--- src/rtl/otter_lsu_pkg.sv ---
// rtl/otter_lsu_pkg.sv - shared types and constants for the OTTER load/store alignment unit
package otter_lsu_pkg;

    typedef enum logic [2:0] {
        S_IDLE,
        S_RD_LO,
        S_CAP_LO,
        S_WR_LO,
        S_RD_HI,
        S_CAP_HI,
        S_WR_HI,
        S_RESP
    } lsu_state_t;

    localparam logic [1:0]  SZ_B = 2'd0;
    localparam logic [1:0]  SZ_H = 2'd1;
    localparam logic [1:0]  SZ_W = 2'd2;

    localparam logic [31:0] IO_BASE_DEFAULT = 32'h1100_0000;

endpackage

--- src/rtl/otter_lsu_if.sv ---
// rtl/otter_lsu_if.sv - CPU request side and word memory port of the alignment unit
interface otter_lsu_if;
    logic        LSU_START;
    logic        LSU_WE;
    logic [31:0] LSU_ADDR;
    logic [31:0] LSU_WDATA;
    logic [1:0]  LSU_SIZE;
    logic        LSU_SIGN;
    logic        LSU_BUSY;
    logic        LSU_DONE;
    logic [31:0] LSU_RDATA;
    logic        LSU_ERR;
    logic [31:0] MEM_ADDR2;
    logic [31:0] MEM_DIN2;
    logic        MEM_WRITE2;
    logic        MEM_READ2;
    logic [1:0]  MEM_SIZE;
    logic        MEM_SIGN;
    logic [31:0] MEM_DOUT2;

    modport slave (
        input  LSU_START, LSU_WE, LSU_ADDR, LSU_WDATA, LSU_SIZE, LSU_SIGN, MEM_DOUT2,
        output LSU_BUSY, LSU_DONE, LSU_RDATA, LSU_ERR,
               MEM_ADDR2, MEM_DIN2, MEM_WRITE2, MEM_READ2, MEM_SIZE, MEM_SIGN
    );

    modport master (
        output LSU_START, LSU_WE, LSU_ADDR, LSU_WDATA, LSU_SIZE, LSU_SIGN, MEM_DOUT2,
        input  LSU_BUSY, LSU_DONE, LSU_RDATA, LSU_ERR,
               MEM_ADDR2, MEM_DIN2, MEM_WRITE2, MEM_READ2, MEM_SIZE, MEM_SIGN
    );
endinterface

--- src/rtl/otter_lsu_lane.sv ---
// rtl/otter_lsu_lane.sv - byte-lane extract/extend and store merge over the {hi,lo} word pair
module otter_lsu_lane
    import otter_lsu_pkg::*;
(
    input  logic [31:0] hi_i,
    input  logic [31:0] lo_i,
    input  logic [31:0] wdata_i,
    input  logic [1:0]  off_i,
    input  logic [1:0]  size_i,
    input  logic        sign_i,
    output logic [31:0] rdata_o,
    output logic [31:0] merged_lo_o,
    output logic [31:0] merged_hi_o
);
    logic [63:0] pair;
    logic [31:0] shifted;
    logic [7:0]  byte_mask;
    logic [63:0] bit_mask;
    logic [63:0] wdata_sh;
    logic [63:0] merged;

    always_comb begin
        pair    = {hi_i, lo_i};
        shifted = 32'(pair >> {off_i, 3'b000});
        case (size_i)
            SZ_B:    rdata_o = sign_i ? {24'h0, shifted[7:0]}
                                      : {{24{shifted[7]}}, shifted[7:0]};
            SZ_H:    rdata_o = sign_i ? {16'h0, shifted[15:0]}
                                      : {{16{shifted[15]}}, shifted[15:0]};
            default: rdata_o = shifted;
        endcase
    end

    // Byte enables slide across both words so a split store can merge each half independently.
    always_comb begin
        case (size_i)
            SZ_B:    byte_mask = 8'h01 << off_i;
            SZ_H:    byte_mask = 8'h03 << off_i;
            default: byte_mask = 8'h0F << off_i;
        endcase
        bit_mask = 64'h0;
        for (int b = 0; b < 8; b++) begin
            bit_mask[8*b +: 8] = {8{byte_mask[b]}};
        end
        wdata_sh    = {32'h0, wdata_i} << {off_i, 3'b000};
        merged      = (pair & ~bit_mask) | (wdata_sh & bit_mask);
        merged_lo_o = merged[31:0];
        merged_hi_o = merged[63:32];
    end
endmodule

--- src/rtl/otter_lsu_align.sv ---
// rtl/otter_lsu_align.sv - OTTER load/store alignment unit; LSU_MISALIGN_EN enables word-crossing splits
module otter_lsu_align
    import otter_lsu_pkg::*;
#(
    parameter logic [31:0] IO_BASE = IO_BASE_DEFAULT
) (
    input  logic         CLK,
    input  logic         RST,
    otter_lsu_if.slave   bus
);
`ifdef LSU_MISALIGN_EN
    localparam logic MISALIGN_EN = 1'b1;
`else
    localparam logic MISALIGN_EN = 1'b0;
`endif

    lsu_state_t  state_q, state_d;
    logic [31:0] addr_q, wdata_q, lo_q, hi_q, rdata_q;
    logic [1:0]  size_q;
    logic        sign_q, we_q, err_q;
`ifdef LSU_MISALIGN_EN
    logic        span_q;
`endif

    logic [1:0]  req_off;
    logic [2:0]  req_n;
    logic        req_span, req_io, req_err;
    logic [31:0] req_lo, req_hi, lo_addr, hi_addr;
    logic [31:0] lane_lo, lane_hi, lane_rdata, merged_lo, merged_hi;

    always_comb begin
        req_off = bus.LSU_ADDR[1:0];
        case (bus.LSU_SIZE)
            SZ_B:    req_n = 3'd1;
            SZ_H:    req_n = 3'd2;
            default: req_n = 3'd4;
        endcase
        req_span = ({1'b0, req_off} + req_n) > 3'd4;
        req_lo   = {bus.LSU_ADDR[31:2], 2'b00};
        req_hi   = req_lo + 32'd4;
        req_io   = bus.LSU_ADDR >= IO_BASE;
        req_err  = (bus.LSU_SIZE == 2'd3)
                || (req_io && (req_off != 2'd0 || bus.LSU_SIZE != SZ_W))
                || (req_span && req_hi >= IO_BASE)
                || (req_span && !MISALIGN_EN);
    end

    assign lo_addr = {addr_q[31:2], 2'b00};
    assign hi_addr = lo_addr + 32'd4;
    assign lane_lo = (state_q == S_CAP_LO) ? bus.MEM_DOUT2 : lo_q;
    assign lane_hi = (state_q == S_CAP_HI) ? bus.MEM_DOUT2 : hi_q;

    otter_lsu_lane u_lane (
        .hi_i        (lane_hi),
        .lo_i        (lane_lo),
        .wdata_i     (wdata_q),
        .off_i       (addr_q[1:0]),
        .size_i      (size_q),
        .sign_i      (sign_q),
        .rdata_o     (lane_rdata),
        .merged_lo_o (merged_lo),
        .merged_hi_o (merged_hi)
    );

    always_ff @(posedge CLK) begin
        if (RST) state_q <= S_IDLE;
        else     state_q <= state_d;
    end

    always_ff @(posedge CLK) begin
        if (RST) begin
            addr_q  <= '0;
            wdata_q <= '0;
            size_q  <= '0;
            sign_q  <= 1'b0;
            we_q    <= 1'b0;
            err_q   <= 1'b0;
            lo_q    <= '0;
            hi_q    <= '0;
            rdata_q <= '0;
`ifdef LSU_MISALIGN_EN
            span_q  <= 1'b0;
`endif
        end else begin
            case (state_q)
                S_IDLE: if (bus.LSU_START) begin
                    addr_q  <= bus.LSU_ADDR;
                    wdata_q <= bus.LSU_WDATA;
                    size_q  <= bus.LSU_SIZE;
                    sign_q  <= bus.LSU_SIGN;
                    we_q    <= bus.LSU_WE;
                    err_q   <= req_err;
`ifdef LSU_MISALIGN_EN
                    span_q  <= req_span;
`endif
                end
                S_CAP_LO: begin
                    lo_q <= bus.MEM_DOUT2;
`ifdef LSU_MISALIGN_EN
                    if (!we_q && !span_q) rdata_q <= lane_rdata;
`else
                    if (!we_q) rdata_q <= lane_rdata;
`endif
                end
`ifdef LSU_MISALIGN_EN
                S_CAP_HI: begin
                    hi_q <= bus.MEM_DOUT2;
                    if (!we_q) rdata_q <= lane_rdata;
                end
`endif
                default: ;
            endcase
        end
    end

    always_comb begin
        state_d = state_q;
        case (state_q)
            S_IDLE: if (bus.LSU_START) begin
                if (req_err)
                    state_d = S_RESP;
                else if (bus.LSU_WE && bus.LSU_SIZE == SZ_W && req_off == 2'd0)
                    state_d = S_WR_LO;
                else
                    state_d = S_RD_LO;
            end
            S_RD_LO:  state_d = S_CAP_LO;
`ifdef LSU_MISALIGN_EN
            S_CAP_LO: state_d = we_q ? S_WR_LO : (span_q ? S_RD_HI : S_RESP);
            S_WR_LO:  state_d = span_q ? S_RD_HI : S_RESP;
            S_RD_HI:  state_d = S_CAP_HI;
            S_CAP_HI: state_d = we_q ? S_WR_HI : S_RESP;
            S_WR_HI:  state_d = S_RESP;
`else
            S_CAP_LO: state_d = we_q ? S_WR_LO : S_RESP;
            S_WR_LO:  state_d = S_RESP;
`endif
            S_RESP:   state_d = S_IDLE;
            default:  state_d = S_IDLE;
        endcase
    end

    always_comb begin
        bus.MEM_ADDR2  = '0;
        bus.MEM_DIN2   = '0;
        bus.MEM_WRITE2 = 1'b0;
        bus.MEM_READ2  = 1'b0;
        bus.LSU_DONE   = 1'b0;
        bus.LSU_ERR    = 1'b0;
        case (state_q)
            S_RD_LO:  begin bus.MEM_ADDR2 = lo_addr; bus.MEM_READ2 = 1'b1; end
            S_CAP_LO: bus.MEM_ADDR2 = lo_addr;
            S_WR_LO:  begin bus.MEM_ADDR2 = lo_addr; bus.MEM_WRITE2 = 1'b1; bus.MEM_DIN2 = merged_lo; end
            S_RD_HI:  begin bus.MEM_ADDR2 = hi_addr; bus.MEM_READ2 = 1'b1; end
            S_CAP_HI: bus.MEM_ADDR2 = hi_addr;
            S_WR_HI:  begin bus.MEM_ADDR2 = hi_addr; bus.MEM_WRITE2 = 1'b1; bus.MEM_DIN2 = merged_hi; end
            S_RESP:   begin bus.LSU_DONE = 1'b1; bus.LSU_ERR = err_q; end
            default:  ;
        endcase
    end

    assign bus.LSU_BUSY  = (state_q != S_IDLE);
    assign bus.LSU_RDATA = rdata_q;
    assign bus.MEM_SIZE  = 2'd2;
    assign bus.MEM_SIGN  = 1'b0;
endmodule

--- src/flat_wrapper.sv ---
// flat-port wrapper written by rule: the top's interface ports become plain ports
module otter_lsu_align_flat import otter_lsu_pkg::*;
#(
    parameter logic [31:0] IO_BASE = IO_BASE_DEFAULT
)
  (CLK, RST, bus_LSU_START, bus_LSU_WE, bus_LSU_ADDR, bus_LSU_WDATA, bus_LSU_SIZE, bus_LSU_SIGN, bus_MEM_DOUT2, bus_LSU_BUSY, bus_LSU_DONE, bus_LSU_RDATA, bus_LSU_ERR, bus_MEM_ADDR2, bus_MEM_DIN2, bus_MEM_WRITE2, bus_MEM_READ2, bus_MEM_SIZE, bus_MEM_SIGN);
  otter_lsu_if bus_i ();
  input  logic CLK;
  input  logic RST;
  input wire logic [$bits(bus_i.LSU_START)-1:0] bus_LSU_START;
  input wire logic [$bits(bus_i.LSU_WE)-1:0] bus_LSU_WE;
  input wire logic [$bits(bus_i.LSU_ADDR)-1:0] bus_LSU_ADDR;
  input wire logic [$bits(bus_i.LSU_WDATA)-1:0] bus_LSU_WDATA;
  input wire logic [$bits(bus_i.LSU_SIZE)-1:0] bus_LSU_SIZE;
  input wire logic [$bits(bus_i.LSU_SIGN)-1:0] bus_LSU_SIGN;
  input wire logic [$bits(bus_i.MEM_DOUT2)-1:0] bus_MEM_DOUT2;
  output wire logic [$bits(bus_i.LSU_BUSY)-1:0] bus_LSU_BUSY;
  output wire logic [$bits(bus_i.LSU_DONE)-1:0] bus_LSU_DONE;
  output wire logic [$bits(bus_i.LSU_RDATA)-1:0] bus_LSU_RDATA;
  output wire logic [$bits(bus_i.LSU_ERR)-1:0] bus_LSU_ERR;
  output wire logic [$bits(bus_i.MEM_ADDR2)-1:0] bus_MEM_ADDR2;
  output wire logic [$bits(bus_i.MEM_DIN2)-1:0] bus_MEM_DIN2;
  output wire logic [$bits(bus_i.MEM_WRITE2)-1:0] bus_MEM_WRITE2;
  output wire logic [$bits(bus_i.MEM_READ2)-1:0] bus_MEM_READ2;
  output wire logic [$bits(bus_i.MEM_SIZE)-1:0] bus_MEM_SIZE;
  output wire logic [$bits(bus_i.MEM_SIGN)-1:0] bus_MEM_SIGN;
  assign bus_i.LSU_START = bus_LSU_START;
  assign bus_i.LSU_WE = bus_LSU_WE;
  assign bus_i.LSU_ADDR = bus_LSU_ADDR;
  assign bus_i.LSU_WDATA = bus_LSU_WDATA;
  assign bus_i.LSU_SIZE = bus_LSU_SIZE;
  assign bus_i.LSU_SIGN = bus_LSU_SIGN;
  assign bus_i.MEM_DOUT2 = bus_MEM_DOUT2;
  assign bus_LSU_BUSY = bus_i.LSU_BUSY;
  assign bus_LSU_DONE = bus_i.LSU_DONE;
  assign bus_LSU_RDATA = bus_i.LSU_RDATA;
  assign bus_LSU_ERR = bus_i.LSU_ERR;
  assign bus_MEM_ADDR2 = bus_i.MEM_ADDR2;
  assign bus_MEM_DIN2 = bus_i.MEM_DIN2;
  assign bus_MEM_WRITE2 = bus_i.MEM_WRITE2;
  assign bus_MEM_READ2 = bus_i.MEM_READ2;
  assign bus_MEM_SIZE = bus_i.MEM_SIZE;
  assign bus_MEM_SIGN = bus_i.MEM_SIGN;
  otter_lsu_align #(.IO_BASE(IO_BASE)) u_core (.CLK(CLK), .RST(RST), .bus(bus_i));
endmodule
--- config.mk ---
export PLATFORM = sky130hd
export DESIGN_NAME = otter_lsu_align_flat
export DESIGN_NICKNAME = d
export VERILOG_FILES = /design/src/rtl/otter_lsu_pkg.sv /design/src/rtl/otter_lsu_if.sv /design/src/rtl/otter_lsu_lane.sv /design/src/rtl/otter_lsu_align.sv /design/src/flat_wrapper.sv
export SDC_FILE = /design/constraint.sdc
export NUM_CORES = 1
export LEC_CHECK = 0
export BUFFER_PORTS_ARGS = -buffer_cell sky130_fd_sc_hd__buf_4
export CAP_MARGIN = 20
export CORE_ASPECT_RATIO = 0.6
export CORE_MARGIN = 3
export CORE_UTILIZATION = 30
export CTS_BUF_LIST = sky130_fd_sc_hd__clkbuf_8
export DETAILED_ROUTE_END_ITERATION = 8
export GPL_TIMING_DRIVEN = 0
export SYNTH_ARGS = -nofsm -noshare
export SYNTH_HDL_FRONTEND = slang
export SYNTH_SLANG_ARGS = --single-unit
--- constraint.sdc ---
create_clock -name CLK -period 2.4 [get_ports CLK]
set_clock_uncertainty 0.1 [all_clocks]
set_input_delay 0.12 -clock CLK [delete_from_list [all_inputs] [get_ports CLK]]
set_output_delay 0.12 -clock CLK [all_outputs]
set_load 0.01 [all_outputs]
==> impl_summary.log <==
[metrics] Cell Count, Final, Fillers Out: around 1900
[metrics] sequential fraction of design power: 0.301
[metrics] peak clock frequency supported by timing: 383 MHz
[metrics] diode insertion count for antenna repair: 0
[metrics] CP startpoint kind: flip-flop
[metrics] total CTS buffers: 17
[metrics] instance count of the mapped netlist: 1127
[metrics] synthesis warning total: 0
[metrics] switching pwr: roughly 4.1 mW
[metrics] Core Region: 28000 um^2
[metrics] switching part of the total: 0.416
[metrics] critical path's top delay family: buffers and inverters
[metrics] remaining global-route overflow: 0
[metrics] die area: 31000 um^2
[metrics] post-CTS clock slew at the launch and capture registers of the worst setup and hold paths: around 90 ps
[metrics] violated checks: negative setup slack
[metrics] cell area after synthesis: 8660 um^2
[metrics] highest net fanout along the worst path: 10
[metrics] crit path cell chain: or3b_4 > buf_12 > buf_12 > mux2i_4 > a211oi_2 > o21a_1 > buf_6
[metrics] synthesized area divided by synthesized cell count: 7.68 um^2
[metrics] count of different cell masters after synthesis: 62
[metrics] placed cells: around 1700
[metrics] top cells by area, synth: sky130_fd_sc_hd__dfxtp_1, sky130_fd_sc_hd__mux2i_1, sky130_fd_sc_hd__nand2_1, sky130_fd_sc_hd__a21oi_1, sky130_fd_sc_hd__nor2_1
[metrics] share of flip-flops with an asynchronous set or reset after synthesis: 0
[metrics] Slew Viols, Final: 0
[metrics] number of enable-type register cells in the synthesized netlist: 0
[metrics] critical path depth: 7
[metrics] Leakage: 5.39 nW
[metrics] Filler Cell Count: 2657
[metrics] number of DRC violations after detailed routing: 0
[metrics] setup repair after global routing missed its margin: yes
[metrics] nature of the critical path endpoint: output port
[metrics] first-pass GRT wire length: 61300 um
[metrics] Worst Path Arrival: 2390 ps
[metrics] final worst-path cycle share: 1.09
[metrics] routed via count: 10700
[metrics] maximum number of pins on one net before global-route repair: 17
[metrics] weighted congestion reported at the end of routability-driven placement: 0.955
[metrics] fraction of final layout cells sized beyond drive strength 1: 0.367
[metrics] final critical path time including I/O delays and setup: 2610 ps
[metrics] worst min-delay path class: primary input to flip-flop
[metrics] number of standard-cell rows in the floorplan: 47
[metrics] width of the die: 225 um
[metrics] Max IR drop VDD: 446 uV
[metrics] dpl ws: -345 ps
[metrics] Post-Layout Inst Area: 14000 um^2
[metrics] HPWL Detailed: 31000 um
[metrics] Detailed Route Iter0 Violations: 1349
[metrics] maximum count of clock buffers along a single path: 2
[metrics] Primary FF master, synth: sky130_fd_sc_hd__dfxtp_1
[metrics] GRT Resource Usage Total: 0.265
[metrics] dominant cell type by area after synthesis: sky130_fd_sc_hd__dfxtp_1
[metrics] post-route antenna net violation count: 0
[metrics] fraction of post-synthesis cell area in the top cell type by area: 0.314
[metrics] clock insertion delay at the later pin of the skew report: roughly 500 ps
[metrics] clock sink count: about 140
[metrics] largest incremental delay on the critical path: around 400 ps
[metrics] Starting Density: 0.309
[metrics] CTS tree: yes
[metrics] number of buffers inserted by port buffering: 200
[metrics] Pre-Repair DR Iteration Count: 5
[metrics] total power divided by cell area: 706 nW/um^2
[metrics] CP required: 2180 ps
[metrics] number of cells on the worst reg-to-reg path: 9
[metrics] worst slew margin relative to its limit: 0.336
[metrics] flip-flop and latch count after synthesis: 136
[metrics] Die Y: approximately 140 um
[metrics] combinational cell fraction of total power: 0.506
[metrics] max-cap check violation count: 0
[metrics] library cell appearing most often on the critical path: sky130_fd_sc_hd__buf_12
[metrics] Total Routed Length: 42900 um
[metrics] I/O pin cnt: between 200 and 250
[metrics] DR WL/cell: 22.6 um
[metrics] via count of the first global-routing pass: 9880
[metrics] slowest stage cell, crit path: sky130_fd_sc_hd__or3b_4
[metrics] initial antenna violation count: 0
[metrics] final setup violating endpoints: 36
[metrics] hold depth: 4
[metrics] slack of the critical path: -210 ps
[metrics] via density per instance: 5.65
[metrics] Placed Instance Area: 10600 um^2
[metrics] CTS H-Tree Depth: 4
[metrics] kind of critical path: flip-flop to output port
[metrics] portion of the post-synthesis area used by sequential elements: 0.314
[metrics] Fin Setup TNS: -4240 ps
[metrics] CTS root buf: sky130_fd_sc_hd__clkbuf_8
[metrics] combined buffer and inverter count along the critical path: 3
[metrics] clock power share: 0.193
[metrics] number of hold violations in the final report: 0
[metrics] number of nets at the end of the flow: roughly 1600
[metrics] post-synthesis to final-layout area growth: 61.8%
[metrics] worst-margin pin slew: 996 ps
[metrics] status: finished, violations left
[metrics] internal power contribution: between 5 and 6 mW
## worst min-delay path, delay by kind of cell
family          cells  cell delay [ps]
compound gates      1               50
buf+inv             2              670
simple gates        1               40
## state kept, by name, summed over array words and instances, names as in the netlist
signal,count
u_core.we_q,1
u_core.state_q,3
u_core.lo_q,32
u_core.sign_q,1
u_core.size_q,2
u_core.err_q,1
u_core.bus.LSU_RDATA,32
u_core.addr_q,32
u_core.wdata_q,32
## per-layer routing
| metal | track usage | share of wire |
|---|---|---|
| met1 | 0.388 | 0.46 |
| met2 | 0.367 | 0.40 |
| met3 | 0.0730 | 0.11 |
| met4 | 0.0938 | 0.030 |
| met5 | 0 | 0 |
## layout make-up
| class | instances | area, um^2 | share of cell area |
|---|---|---|---|
| multi-input combinational | 880 | 6270 | 0.447 |
| timing repair buffer | 380 | 3280 | 0.234 |
| sequential | 136 | 2790 | 0.199 |
| buffer | 97 | 826 | 0.0589 |
| tap | 367 | 459 | 0.0328 |
| clock buffer | 18 | 248 | 0.0177 |
| clock inverter | 11 | 111 | 0.00795 |
| inverter | 10 | 37.5 | 0.00268 |
## cells in the final DEF (no fill, tap or decap), drive strengths merged, types with 11 or more instances in the layout
cell type	instances
buf	323
nand2	192
dfxtp	136
nor2	131
a21oi	103
dlygate4sd3	102
mux2i	97
clkbuf	70
a211oi	66
o21ai	37
mux2	34
a22oi	24
nor2b	22
nand3	16
o21a	14
o211ai	14
inv	14
nand4	12
o22ai	11
## power by group through the flow
stage | combinational (mW) | clock [mW] | sequential, mW
after floorplan | 2.21 | 0 | 2.92
after global placement | 3.64 | 0 | 2.94
after detailed placement | 3.67 | 0 | 2.95
after CTS | 4.44 | 1.91 | 2.93
after global routing | 5.28 | 1.99 | 3.01
final | 5.01 | 1.91 | 2.97
## timing repair
item | in CTS | in global routing
gates resized for setup | 242 | 141
cloned | 2 | 2
hold endpoints to repair | 103 | 0
endpoints found under the setup margin | 88 | 89
hold buffers | 102 | 0
pin swaps | 45 | 41
buffers inserted | 38 | 37
## worst paths after layout
kind / start / to / slack [ps]
hold reg to reg: u_core.sign_q / u_core.sign_q / 390
hold / removal: bus_LSU_ADDR[11] / u_core.addr_q[11] / 320
setup reg to reg: u_core.state_q[1] / u_core.bus.LSU_RDATA[26] / 100
setup / recovery: u_core.state_q[0] / bus_MEM_DIN2[10] / -210
## through the flow
| step | util | hold WS, ps | total power [mW] |
|---|---|---|---|
| after floorplan | - | 156 | 5.14 |
| after global placement | 0.380 | 270 | 6.58 |
| after detailed placement | 0.380 | 279 | 6.62 |
| after CTS | 0.472 | 295 | 9.28 |
| after global routing | 0.501 | 327 | 10.3 |
| final | 0.501 | 316 | 9.89 |
## synthesized netlist by cell type, types with 3 or more instances
cell type / n
sky130_fd_sc_hd__a31oi_1: 8
sky130_fd_sc_hd__o221ai_1: 7
sky130_fd_sc_hd__clkbuf_1: 60
sky130_fd_sc_hd__o21a_1: 14
sky130_fd_sc_hd__o211ai_1: 14
sky130_fd_sc_hd__inv_1: 10
sky130_fd_sc_hd__nor2_1: 130
sky130_fd_sc_hd__nor3b_1: 8
sky130_fd_sc_hd__a211oi_2: 11
sky130_fd_sc_hd__and4_1: 4
sky130_fd_sc_hd__a21oi_1: 103
sky130_fd_sc_hd__o21ai_0: 32
sky130_fd_sc_hd__o41ai_1: 3
sky130_fd_sc_hd__xor2_1: 5
sky130_fd_sc_hd__o21ai_1: 4
sky130_fd_sc_hd__a22oi_1: 24
sky130_fd_sc_hd__a211oi_1: 55
sky130_fd_sc_hd__nor3_1: 8
sky130_fd_sc_hd__buf_6: 3
sky130_fd_sc_hd__mux2_2: 34
sky130_fd_sc_hd__nand2_1: 192
sky130_fd_sc_hd__mux2i_1: 96
sky130_fd_sc_hd__and2_1: 10
sky130_fd_sc_hd__nor2b_1: 22
sky130_fd_sc_hd__or4_1: 4
sky130_fd_sc_hd__buf_2: 25
sky130_fd_sc_hd__a21o_1: 3
sky130_fd_sc_hd__nand2b_1: 6
sky130_fd_sc_hd__dfxtp_1: 136
sky130_fd_sc_hd__buf_4: 13
sky130_fd_sc_hd__nand3_1: 16
sky130_fd_sc_hd__and3_1: 5
sky130_fd_sc_hd__o22ai_1: 11
sky130_fd_sc_hd__o31ai_1: 3
sky130_fd_sc_hd__or3_1: 4
sky130_fd_sc_hd__nand4_1: 12
## cells by family (layout without fill, tap and decap cells)
logic type	count (synthesis)	after routing	share of synthesized area
and+or+nand+nor	432	432	0.223
AOI/OAI and AO/OA	303	303	0.233
DFF	136	136	0.314
muxes	131	131	0.157
buffers and inverters	114	516	0.0614
xor gates and xnor gates	6	6	0.00607
adders and majority gates	3	3	0.00520
other	2	5	0.000867
(Power assumes the default switching activity.)
